### src/rtl/mem_chk_pkg.sv
// rtl/mem_chk_pkg.sv - checkpoint codes, FSM state and phase encodings for the SRAM test monitor
// Contents: nine firmware checkpoint codes, state_t, phase_t, classification helpers.
package mem_chk_pkg;

    localparam logic [15:0] CODE_WORD_START  = 16'hA040;
    localparam logic [15:0] CODE_WORD_FAIL   = 16'hAB40;
    localparam logic [15:0] CODE_WORD_PASS   = 16'hAB41;
    localparam logic [15:0] CODE_SHORT_START = 16'hA020;
    localparam logic [15:0] CODE_SHORT_FAIL  = 16'hAB20;
    localparam logic [15:0] CODE_SHORT_PASS  = 16'hAB21;
    localparam logic [15:0] CODE_BYTE_START  = 16'hA010;
    localparam logic [15:0] CODE_BYTE_FAIL   = 16'hAB10;
    localparam logic [15:0] CODE_BYTE_PASS   = 16'hAB11;

    typedef enum logic [3:0] {
        ST_IDLE, ST_WORD, ST_WORD_OK, ST_SHORT, ST_SHORT_OK, ST_BYTE,
        ST_PASS, ST_FAIL, ST_TIMEOUT
    } state_t;

    typedef enum logic [1:0] {
        PH_IDLE  = 2'd0,
        PH_WORD  = 2'd1,
        PH_SHORT = 2'd2,
        PH_BYTE  = 2'd3
    } phase_t;

    function automatic logic is_recognised(input logic [15:0] code);
        return code inside {CODE_WORD_START, CODE_WORD_FAIL, CODE_WORD_PASS,
                            CODE_SHORT_START, CODE_SHORT_FAIL, CODE_SHORT_PASS,
                            CODE_BYTE_START, CODE_BYTE_FAIL, CODE_BYTE_PASS};
    endfunction

    function automatic logic is_terminal(input state_t s);
        return (s == ST_PASS) || (s == ST_FAIL) || (s == ST_TIMEOUT);
    endfunction

    // Only meaningful for non-terminal states; terminal states keep the previous phase.
    function automatic phase_t phase_of(input state_t s);
        phase_t p;
        case (s)
            ST_WORD, ST_WORD_OK:   p = PH_WORD;
            ST_SHORT, ST_SHORT_OK: p = PH_SHORT;
            ST_BYTE:               p = PH_BYTE;
            default:               p = PH_IDLE;
        endcase
        return p;
    endfunction

endpackage

### src/rtl/checkbits_stable_filter.sv
// rtl/checkbits_stable_filter.sv - debounces the checkpoint code and pulses on each newly stable value
// Ports: core_clk, core_rstn (async active-low), checkbits[15:0] in;
//        accept (one-cycle pulse), accept_code[15:0] (valid with accept) out.
module checkbits_stable_filter #(
    parameter int STABLE_CYCLES = 2
) (
    input  logic        core_clk,
    input  logic        core_rstn,
    input  logic [15:0] checkbits,
    output logic        accept,
    output logic [15:0] accept_code
);

    localparam int CW = $clog2(STABLE_CYCLES + 1);
    localparam logic [CW-1:0] CNT_MAX = CW'(STABLE_CYCLES);

    logic [15:0]   cand;
    logic [15:0]   last_code;
    logic [CW-1:0] stable_cnt;

    always_ff @(posedge core_clk or negedge core_rstn) begin
        if (!core_rstn) begin
            cand       <= '0;
            last_code  <= '0;
            stable_cnt <= '0;
        end else begin
            if (checkbits != cand) begin
                cand       <= checkbits;
                stable_cnt <= CW'(1);
            end else if (stable_cnt != CNT_MAX) begin
                stable_cnt <= stable_cnt + CW'(1);
            end
            // Recording the accepted code drops accept after exactly one cycle
            // and stops a held code from being accepted twice.
            if (accept) begin
                last_code <= cand;
            end
        end
    end

    assign accept      = (stable_cnt == CNT_MAX) && (cand != last_code);
    assign accept_code = cand;

endmodule

### src/rtl/mem_checkpoint_monitor.sv
// rtl/mem_checkpoint_monitor.sv - tracks SRAM word/short/byte checkpoint order with sticky pass/fail/timeout
// Ports: core_clk, core_rstn (async active-low), checkbits[15:0], clear (sync restart) in;
//        phase[1:0], busy, pass, fail, timeout, done, fail_code[15:0],
//        event_valid, event_code[15:0] out.
module mem_checkpoint_monitor
    import mem_chk_pkg::*;
#(
    parameter int TIMEOUT_CYCLES = 300000,
    parameter int CNT_W          = 19,
    parameter int STABLE_CYCLES  = 2
) (
    input  logic        core_clk,
    input  logic        core_rstn,
    input  logic [15:0] checkbits,
    input  logic        clear,
    output logic [1:0]  phase,
    output logic        busy,
    output logic        pass,
    output logic        fail,
    output logic        timeout,
    output logic        done,
    output logic [15:0] fail_code,
    output logic        event_valid,
    output logic [15:0] event_code
);

    localparam logic [CNT_W-1:0] TMO_LAST = CNT_W'(TIMEOUT_CYCLES - 1);

    logic             acc;
    logic [15:0]      acc_code;
    logic             known_acc;
    state_t           state;
    state_t           state_nx;
    phase_t           phase_q;
    logic [CNT_W-1:0] tmo_cnt;
    logic [15:0]      fail_hold;
    logic             pass_q;
    logic             fail_q;
    logic             timeout_q;

    checkbits_stable_filter #(
        .STABLE_CYCLES (STABLE_CYCLES)
    ) u_filter (
        .core_clk    (core_clk),
        .core_rstn   (core_rstn),
        .checkbits   (checkbits),
        .accept      (acc),
        .accept_code (acc_code)
    );

    assign known_acc = acc && is_recognised(acc_code);

    always_comb begin
        state_nx = state;
        if (known_acc) begin
            unique case (state)
                ST_IDLE:     state_nx = (acc_code == CODE_WORD_START)  ? ST_WORD     : ST_FAIL;
                ST_WORD:     state_nx = (acc_code == CODE_WORD_PASS)   ? ST_WORD_OK  : ST_FAIL;
                ST_WORD_OK:  state_nx = (acc_code == CODE_SHORT_START) ? ST_SHORT    : ST_FAIL;
                ST_SHORT:    state_nx = (acc_code == CODE_SHORT_PASS)  ? ST_SHORT_OK : ST_FAIL;
                ST_SHORT_OK: state_nx = (acc_code == CODE_BYTE_START)  ? ST_BYTE     : ST_FAIL;
                ST_BYTE:     state_nx = (acc_code == CODE_BYTE_PASS)   ? ST_PASS     : ST_FAIL;
                default:     state_nx = state;
            endcase
        end
        // A verdict reached by a code in the last cycle outranks the timeout.
        if (!is_terminal(state) && (tmo_cnt == TMO_LAST) &&
            (state_nx != ST_PASS) && (state_nx != ST_FAIL)) begin
            state_nx = ST_TIMEOUT;
        end
    end

    always_ff @(posedge core_clk or negedge core_rstn) begin
        if (!core_rstn) begin
            state <= ST_IDLE;
        end else if (clear) begin
            state <= ST_IDLE;
        end else begin
            state <= state_nx;
        end
    end

    always_ff @(posedge core_clk or negedge core_rstn) begin
        if (!core_rstn) begin
            tmo_cnt     <= '0;
            phase_q     <= PH_IDLE;
            fail_hold   <= '0;
            pass_q      <= 1'b0;
            fail_q      <= 1'b0;
            timeout_q   <= 1'b0;
            fail_code   <= '0;
            event_valid <= 1'b0;
            event_code  <= '0;
        end else if (clear) begin
            tmo_cnt     <= '0;
            phase_q     <= PH_IDLE;
            fail_hold   <= '0;
            pass_q      <= 1'b0;
            fail_q      <= 1'b0;
            timeout_q   <= 1'b0;
            fail_code   <= '0;
            event_valid <= 1'b0;
            event_code  <= '0;
        end else begin
            if (!is_terminal(state)) begin
                tmo_cnt <= tmo_cnt + CNT_W'(1);
            end
            if (!is_terminal(state_nx)) begin
                phase_q <= phase_of(state_nx);
            end
            if (!is_terminal(state) && (state_nx == ST_FAIL)) begin
                fail_hold <= acc_code;
            end
            // Status trails the state register by one cycle.
            pass_q      <= (state == ST_PASS);
            fail_q      <= (state == ST_FAIL);
            timeout_q   <= (state == ST_TIMEOUT);
            fail_code   <= (state == ST_FAIL) ? fail_hold : 16'h0000;
            event_valid <= known_acc;
            if (known_acc) begin
                event_code <= acc_code;
            end
        end
    end

    assign phase   = phase_q;
    assign busy    = (state != ST_IDLE) && !is_terminal(state);
    assign pass    = pass_q;
    assign fail    = fail_q;
    assign timeout = timeout_q;
    assign done    = pass_q | fail_q | timeout_q;

endmodule

### config.mk
export PLATFORM = sky130hd
export DESIGN_NAME = mem_checkpoint_monitor
export DESIGN_NICKNAME = d
export VERILOG_FILES = /design/src/rtl/mem_chk_pkg.sv /design/src/rtl/checkbits_stable_filter.sv /design/src/rtl/mem_checkpoint_monitor.sv
export SDC_FILE = /design/constraint.sdc
export NUM_CORES = 1
export LEC_CHECK = 0
export ABC_AREA = 1
export BUFFER_PORTS_ARGS = -buffer_cell sky130_fd_sc_hd__buf_4
export CAP_MARGIN = 15
export CORE_MARGIN = 2
export CORE_UTILIZATION = 58
export CTS_CLUSTER_SIZE = 16
export DETAILED_ROUTE_END_ITERATION = 10
export GPL_ROUTABILITY_DRIVEN = 0
export PLACE_DENSITY = 0.89
export SYNTH_ARGS = -nofsm -noshare
export SYNTH_HDL_FRONTEND = slang
export SYNTH_SLANG_ARGS = --single-unit
export TNS_END_PERCENT = 100
### constraint.sdc
create_clock -name core_clk -period 3 [get_ports core_clk]
set_clock_uncertainty 0.15 [all_clocks]
set_input_delay 0.15 -clock core_clk [delete_from_list [all_inputs] [get_ports core_clk]]
set_output_delay 0.15 -clock core_clk [all_outputs]
set_load 0.005 [all_outputs]
Word-level counts from Yosys, hierarchy flattened:

Cells that the tools add are included.

* bits in registers: 111
* bits of input ports: 19
* output and inout bits: 40
* word-level logic and storage cells: 98

* $add $sub $neg: 2
* equality and inequality tests: 34
* multiplexer cells: 27
* bitwise logic cells: 2
* reductions and logical operators: 20

Operator list (count)
* $eq A16 B16 Y1 const B: 9
* $mux W16: 6
* $mux W19: 2
* $eq A4 B3 Y1 const B: 8
* $ne A16 B16 Y1: 2
* $pmux W4 S6: 1
* $add A19 B1 Y19 const B: 1
* $eq A19 B19 Y1 const B: 1
* $eq A4 B2 Y1 const B: 4
* $mux W2: 6
* $mux W4: 3
* $mux W3: 3
* $reduce_bool A9 Y1: 1
* $eq A4 B1 Y1 const B: 2
* $eq A4 B4 Y1 const B: 2
* $ne A4 B3 Y1 const B: 2
* $logic_and A1 B1 Y1: 7
* $ne A2 B2 Y1 const B: 3
* $pmux W2 S3: 1
* $reduce_bool A2 Y1: 3
* $mux W1: 5
* $logic_not A4 Y1: 1
* $logic_or A1 B1 Y1: 4
* $reduce_bool A4 Y1: 1
* 5 further kinds: 7

Longest topological paths before layout:

Gate-level depths: netlist of the first run.

* depth in word-level cells: 13
* mapped depth: 20
* depth with buffers taken out: 18

By module:

Synthesis of the first run repeated with hierarchy kept, for this count alone.

* cell total of the unflattened synthesis: 691
* area, all modules: 5460.2 um^2

Modules (own cells, without submodules)
* mem_checkpoint_monitor: instances 1, cells an instance 455, area an instance 3688.5 um^2, sequential area each 1926.8 um^2
* checkbits_stable_filter: instances 1, cells an instance 236, area an instance 1771.7 um^2, sequential area each 850.8 um^2

Least setup slack after synthesis of the first run:

No wires, ideal clock.

* path kind: reg-to-reg
* from: register u_filter.cand[5] (netlist: u_filter.accept_code[5])
* to: register fail_hold[4]
* library setup time: 0.119 ns
* arrival: 1.891 ns
* required time: 2.731 ns
* path slack: 0.840 ns
* cell stages (with the launch flop): 17
* path buffers: 2
* period minus slack after synthesis: 2.160 ns
* cell sequence: dfrtp_1 > nor2_2 > nand3_1 > nor2_1 > nand2_1 > nand2_1 > nor2_1 > nand3_2 > nand2_2 > buf_6 > nand2_2 > nand2_4 > inv_4 > nand4_4 > nand2_4 > buf_6 > o21ai_2

* cells in the longest elaborated chain, start to end: 11
* elaborated cells on any way between the ends: 29
* classes of those cells: eq/ne (13); mux (9); reduce/logical (7)

RTL lines
* from (decl): RTL line checkbits_stable_filter.sv:17 `logic [15:0] cand;`
* from (signal assigned): RTL line checkbits_stable_filter.sv:28 `cand <= checkbits;`
* $eq A16 B16 Y1, or another cell as far along: RTL line mem_chk_pkg.sv:28, mem_checkpoint_monitor.sv:62
* $mux W1, or another cell as far along: RTL line mem_checkpoint_monitor.sv:62 `ST_BYTE: state_nx = (acc_code == CODE_BYTE_PASS) ? ST_PASS : ST_FAIL;`
* $pmux W4 S6 / $logic_and A1 B1 Y1 (equally long branches): RTL line mem_checkpoint_monitor.sv:56, mem_checkpoint_monitor.sv:51
* $mux W4 *: RTL line mem_checkpoint_monitor.sv:55 `if (known_acc) begin`
* $ne A4 B3 Y1: RTL line mem_checkpoint_monitor.sv:68 `(state_nx != ST_PASS) && (state_nx != ST_FAIL)) begin`
* $logic_and A1 B1 Y1: RTL line mem_checkpoint_monitor.sv:67 `if (!is_terminal(state) && (tmo_cnt == TMO_LAST) &&`
* $logic_and A1 B1 Y1: RTL line mem_checkpoint_monitor.sv:68
* $mux W4 *: RTL line mem_checkpoint_monitor.sv:67
* $eq A4 B3 Y1 *: RTL line mem_checkpoint_monitor.sv:111 `if (!is_terminal(state) && (state_nx == ST_FAIL)) begin`
* $logic_and A1 B1 Y1 *: RTL line mem_checkpoint_monitor.sv:111
* $reduce_bool A2 Y1 (no line) *
* to (signal assigned): RTL line mem_checkpoint_monitor.sv:112 `fail_hold <= acc_code;`
* to (decl): RTL line mem_checkpoint_monitor.sv:36 `logic [15:0] fail_hold;`

Every way passes the cells marked *; elsewhere a longest branch is shown, timed or not.
A chain may end at the register's enable or synchronous reset.

Worst setup path in the final report of the first run:

* from: register u_filter.cand[11] (netlist: u_filter.accept_code[11])
* to: register phase_q[1] (netlist: phase[1])

* cells in the longest elaborated chain, start to end: 13
* elaborated cells on any way between the ends: 42
* classes of those cells: eq/ne (21); mux (12); reduce/logical (9)

RTL lines
* $eq A16 B16 Y1, or another cell as far along: RTL line mem_chk_pkg.sv:28, mem_checkpoint_monitor.sv:62
* $mux W1, or another cell as far along: RTL line mem_checkpoint_monitor.sv:62
* $pmux W4 S6 / $logic_and A1 B1 Y1 (equally long branches): RTL line mem_checkpoint_monitor.sv:56, mem_checkpoint_monitor.sv:51
* $mux W4 *: RTL line mem_checkpoint_monitor.sv:55
* $ne A4 B3 Y1: RTL line mem_checkpoint_monitor.sv:68
* $logic_and A1 B1 Y1: RTL line mem_checkpoint_monitor.sv:67
* $logic_and A1 B1 Y1: RTL line mem_checkpoint_monitor.sv:68
* $mux W4 *: RTL line mem_checkpoint_monitor.sv:67
* $eq A4 B2 Y1, or another cell as far along: RTL line mem_chk_pkg.sv:40 `case (s)`
* $reduce_or A2 Y1: RTL line mem_chk_pkg.sv:40
* $pmux W2 S3: RTL line mem_chk_pkg.sv:40
* $mux W2: RTL line mem_checkpoint_monitor.sv:108 `if (!is_terminal(state_nx)) begin`
* $mux W2: RTL line mem_checkpoint_monitor.sv:94 `end else if (clear) begin`
* to (signal assigned): RTL line mem_checkpoint_monitor.sv:109 `phase_q <= phase_of(state_nx);`
* to (decl): RTL line mem_checkpoint_monitor.sv:34 `phase_t phase_q;`

Every way passes the cells marked *; elsewhere a longest branch is shown, timed or not. The select of a mux whose other input is x is not followed.

==> impl_metrics.ini, run 1 <==
[placement]
port_buffers = 58
dpl.hpwl_um = 7580
place_area_sq_um = 5650

[synthesis]
synth.distinct_cells = 42
synth_most_common_cell = nand2_1
synth_warnings = 0
synth-edff-count = 0
synth-seq-cells = 111
syn_avg_cell_area_sq_um = 8.69
synth_area_leaders = dfrtp_1 54%, nand2_1 8.9%, nor2_1 5.4%, inv_1 4.5%, o21ai_0 3.1%
synth_area_leader_cell = dfrtp_1
netlist_top_cells_count = 122 x nand2_1, 111 x dfrtp_1, 75 x nor2_1
syn_area_sq_um = 5170
async_reset_ff_share_pct = 100
synth.net_count = 616
ys.flop_type = dfrtp_1
syn_inst = 595
yosysSeqAreaShare_pct = 53.7
synth_top_area_share_pct = 53.7

[sta]
finalSetupViolCount = 0
fmaxAchievable_mhz = 364
maxSlewViolCount = 0
relSlewSlack_pct = 61.8
grt_setup_unrepaired = false
timing.final.crit_share_pct = 91.6
finalCriticalPeriod_ns = 2.75
worstMarginPinSlew_ns = 0.573
fin_tns_setup_ns = 0
hold_viol_final = 0

[run_status]
status = complete, no violations

[worst_setup_path]
crit_path_start_kind = flip-flop
path_class = reg2reg
crit_fanout = 11
crit_required_ns = 3.16
critical_path_arrival_ns = 2.91
crit_path_end_kind = flip-flop

[clocking]
cts_buffers = 9
cts_sinks = 111
htreeDepth = 3
cts_tree = built
cts_root_buf = clkbuf_8
clock_latency_ns = 0.38
cts_setup_buffers = 0
clock_path_buffers = 2
path_clk_slew_ns = 0.11

[floorplan]
rows = 34
pin_count = 59
die_w_um = 98.4
die_y_um = 98.4
die_area_sq_um = 9680
initial_utilization_pct = 59.6
core_area_sq_um = 8680

[finish]
final_cell_area_sq_um = 6040
final_util_pct = 69.6
diodes = 0
nets = 678
areaGrowthSynthToFinish_pct = 16.8
drive_above_1_share_pct = 20.1
fillers = 649

[flow_run]
drv_cap = 0

[routing]
drt_pass1_iterations = 4
routed_wl_um = 11000
drc = 0
ant_nets = 0
wl_per_cell_um = 14.3
avgViaCountPerCell = 5.32
num_vias = 4099
drtIter0Drc = 277

[pwr]
power.share.switching_pct = 23.5
power.total_w = 0.00260
p_leak_nw = 2.96
irDropWorstVdd_uv = 268
power_density_nw_per_um2 = 431
p_sw_w = 0.000612
combPwrFrac_pct = 5.6
clkPwrFrac_pct = 35.4
seq_power_share_pct = 59.0
internal_power_w = 0.00199

[grt]
grt_pass1_wl_um = 19000
grt_overflow = 0
antenna_found_initial = 0
grt_usage_pct = 24.1
grt_pass1_vias = 4135
grt_start_max_net_pins = 112

[hold_path]
hold_path.class = in2async
[metal layers]
layer  vias up  global-route usage [%]  share of wire, %
met5         -                       0                 0
met4         0                    10.2               3.2
met3        37                    4.75               5.8
li1       1977                       -                 -
met1      1934                    32.8                43
met2       151                    38.2                48
[what timing repair did]
| item | 4_1_cts | 5_1_grt |
|---|---|---|
| setup endpoints to repair | 0 | 1 |
| hold endpoints to repair | 138 | 0 |
| gates resized for setup | 0 | 1 |
| hold buffers | 18 | 0 |
[stage by stage]
stage               cells  setup WS [ns]  hold slack [ns]
floorplan             595          0.840           -0.296
global placement      736          0.416            0.114
detailed placement    736          0.304            0.123
CTS                   770          0.276            0.268
global route          770         0.0506            0.279
finish                770          0.251            0.242
[cell usage in the layout, fill, tap and decap left out, drive strengths merged, types with 3 or more instances in the layout]
| cell | instances |
|---|---|
| xnor2 | 11 |
| o21a | 3 |
| nor3 | 10 |
| or4 | 4 |
| a21oi | 19 |
| nor2 | 94 |
| nand4 | 6 |
| xor2 | 17 |
| dfrtp | 111 |
| buf | 61 |
| dlygate4sd3 | 18 |
| inv | 73 |
| clkinv | 4 |
| nand2 | 134 |
| o21ai | 38 |
| clkbuf | 11 |
| nand3 | 33 |
[sequential cells by signal, indices dropped and copies added (netlist names), 2 cells and up]
register / count
u_filter.stable_cnt: 2
tmo_cnt: 19
u_filter.last_code: 16
event_code: 16
state: 4
phase: 2
fail_hold: 16
fail_code: 16
u_filter.accept_code: 16
[power by group through the flow]
stage	logic [W]	clock network (W)	registers [W]
floorplan	0.0000696	0	0.00155
global placement	0.000122	0	0.00156
detailed placement	0.000127	0	0.00156
CTS	0.000146	0.000932	0.00153
global route	0.000165	0.000990	0.00154
finish	0.000146	0.000921	0.00153
[cell families (layout without fill, tap and decap cells)]
| group | Yosys count | after routing | synth area share [%] |
|---|---|---|---|
| AOI/OAI and AO/OA | 67 | 67 | 7.45 |
| xor gates and xnor gates | 28 | 28 | 4.74 |
| adders and majority gates | 2 | 2 | 0.484 |
| buffers and inverters | 102 | 169 | 7.99 |
| DFF | 111 | 111 | 53.7 |
| and+or+nand+nor | 285 | 285 | 25.6 |
[final cells by class]
cell class              instances  area [sq um]  area share (%)
clock buffers                  11           141            2.34
clock inverters                 5          63.8            1.06
inverters                      74           287            4.75
multi-input cells             382          1980            32.8
flip-flops and latches        111          2780            46.0
well taps                     108           135            2.24
repair buffers                 79           651            10.8
[final timing paths]
check / start / endpoint / slack [ns] / cells after the start
max in group asynchronous: core_rstn / u_filter.last_code[6] / 2.03 / 3
worst min register to register: tmo_cnt[18] / tmo_cnt[18] / 0.34 / 1
worst max-delay path: u_filter.accept_code[11] / phase[1] / 0.25 / 17
min in group core_clk: checkbits[3] / u_filter.accept_code[3] / 0.27 / 2
worst min-delay path: core_rstn / tmo_cnt[0] / 0.24 / 3
worst max register to register: u_filter.accept_code[11] / phase[1] / 0.25 / 17
[critical path, cell delays in order (launching register included)]
cell	delay [ns]
dfrtp_1	0.52
inv_2	0.10
nor2_1	0.04
nand2_1	0.11
nor2_4	0.06
nand2_1	0.12
nand2_1	0.07
nor2_1	0.14
nand3_2	0.11
nand2_2	0.24
nand2_1	0.10
nand2_2	0.11
nand2_1	0.15
a31oi_1	0.30
nand2_1	0.13
nand2_1	0.09
nand3_1	0.08
nand2_1	0.08
Note: power is estimated with default switching activity, not from simulation.
==> inputs of run 2 (changes only) <==
Settings changed: RECOVER_POWER set to 50.
==> impl_metrics.ini, run 2 (synthesis results as in run 1) <==
[finish]
drive_above_1_share_pct = 17.4
largest_register_ffs = 19
nets = 678
final_util_pct = 68.7
top_register = tmo_cnt
diodes = 0
layout_commonest_cell = nand2_1
most-common-layout-cells = 122 x nand2_1, 111 x dfrtp_1, 74 x nor2_1, 63 x inv_1, 40 x buf_4
areaGrowthSynthToFinish_pct = 15.3

[grt]
grt_start_max_net_pins = 112
antenna_found_initial = 0
grt_pass1_wl_um = 19000
grt_pass1_vias = 4135
grt_overflow = 0
grt_usage_pct = 24.1

[sta]
worstMarginPinSlew_ns = 1.47
timing.final.crit_share_pct = 91.8
whs_ns = 0.301
finalSetupViolCount = 0
finalCriticalPeriod_ns = 2.76
fin_tns_setup_ns = 0
fmaxAchievable_mhz = 363
fin_ws_ns = 0.245
relSlewSlack_pct = 1.77
hold_viol_final = 0
maxSlewViolCount = 0
grt_setup_unrepaired = false

[floorplan]
pin_count = 59
core_area_sq_um = 8680
die_y_um = 98.4
rows = 34
die_w_um = 98.4
initial_utilization_pct = 59.6
die_area_sq_um = 9680

[clocking]
cts_buffers = 9
path_clk_slew_ns = 0.11
cts_sinks = 111
cts_root_buf = clkbuf_8
cts_tree = built
clock_path_buffers = 2
clock_latency_ns = 0.37
htreeDepth = 3

[pwr]
internal_power_w = 0.00198
p_leak_nw = 2.89
power_density_nw_per_um2 = 435
power.total_w = 0.00259
combPwrFrac_pct = 5.2
power.share.switching_pct = 23.7
irDropWorstVdd_uv = 271
seq_power_share_pct = 59.2
clkPwrFrac_pct = 35.6
p_sw_w = 0.000613

[worst_setup_path]
critical_path_arrival_ns = 2.91
crit_fanout = 11
crit_required_ns = 3.16
crit_path_start_kind = flip-flop
crit_path_end_kind = flip-flop
path_class = reg2reg

[routing]
ant_nets = 0
drtIter0Drc = 291
num_vias = 4123
avgViaCountPerCell = 5.35
drc = 0
wl_per_cell_um = 14.3
routed_wl_um = 11000
drt_pass1_iterations = 5

[placement]
pre_cts_ws_ns = 0.304
port_buffers = 58
dpl.hpwl_um = 7580

[flow_run]
drv_cap = 0

[hold_path]
hold_path.class = in2reg

[run_status]
status = complete, no violations
[run 2: cell count changes in the layout (fill, tap and decap cells not counted)]
cell      before  now
inv_1         62   63
clkbuf_1       1   18
clkbuf_4       0    4
buf_4         60   40
inv_2          7    6
buf_12         1    0
[run 2: final timing paths]
check / depth (start not counted) / to / slack, ns / startpoint
min: 2 / u_filter.accept_code[15] / 0.30 / checkbits[15]
min reg2reg: 1 / tmo_cnt[18] / 0.34 / tmo_cnt[18]
max: 17 / phase[1] / 0.24 / u_filter.accept_code[11]
max reg2reg: 17 / phase[1] / 0.24 / u_filter.accept_code[11]
max in group asynchronous: 3 / u_filter.last_code[6] / 1.14 / core_rstn
min in group asynchronous: 3 / tmo_cnt[0] / 0.66 / core_rstn
[run 2: layout make-up]
cell class              instances  area, sq um
fillers                       675         2720
multi-input cells             382         1980
well taps                     108          135
clock inverters                 5         63.8
inverters                      74          287
repair buffers                 79          574
clock buffers                  11          141
flip-flops and latches        111         2780
[run 2: timing repair]
item | in CTS | in global routing
buffers inserted | 0 | 0
hold endpoints to repair | 138 | 0
hold buffers | 18 | 0
resized for setup | 0 | 1
endpoints found under the setup margin | 0 | 1
[run 2: critical path, stage by stage (launching register included)]
cell and delay (ns):
dfrtp_1 0.52, inv_2 0.10, nor2_1 0.04, nand2_1 0.11, nor2_4 0.06, nand2_1 0.11
nand2_1 0.08, nor2_1 0.14, nand3_2 0.11, nand2_2 0.24, nand2_1 0.10, nand2_2 0.11
nand2_1 0.15, a31oi_1 0.30, nand2_1 0.13, nand2_1 0.08, nand3_1 0.07, nand2_1 0.07
[run 2: metrics by stage]
stage | cell area [sq um] | instances
CTS | 6030 | 770
finish | 5960 | 770
detailed placement | 5650 | 736
floorplan | 5170 | 595
global placement | 5650 | 736
global route | 5960 | 770
[run 2: routing by layer]
metal	part of all wire (%)	track usage (%)
met5	0	0
met4	3.2	10.2
met3	5.9	4.75
met2	47	38.2
met1	44	32.8
[run 2: power by group through the flow]
stage / sequential (W) / clock [W] / combinational [W]
floorplan: 0.00155 / 0 / 0.0000696
global placement: 0.00156 / 0 / 0.000122
detailed placement: 0.00156 / 0 / 0.000127
CTS: 0.00153 / 0.000932 / 0.000146
global route: 0.00154 / 0.000990 / 0.000154
finish: 0.00153 / 0.000922 / 0.000135
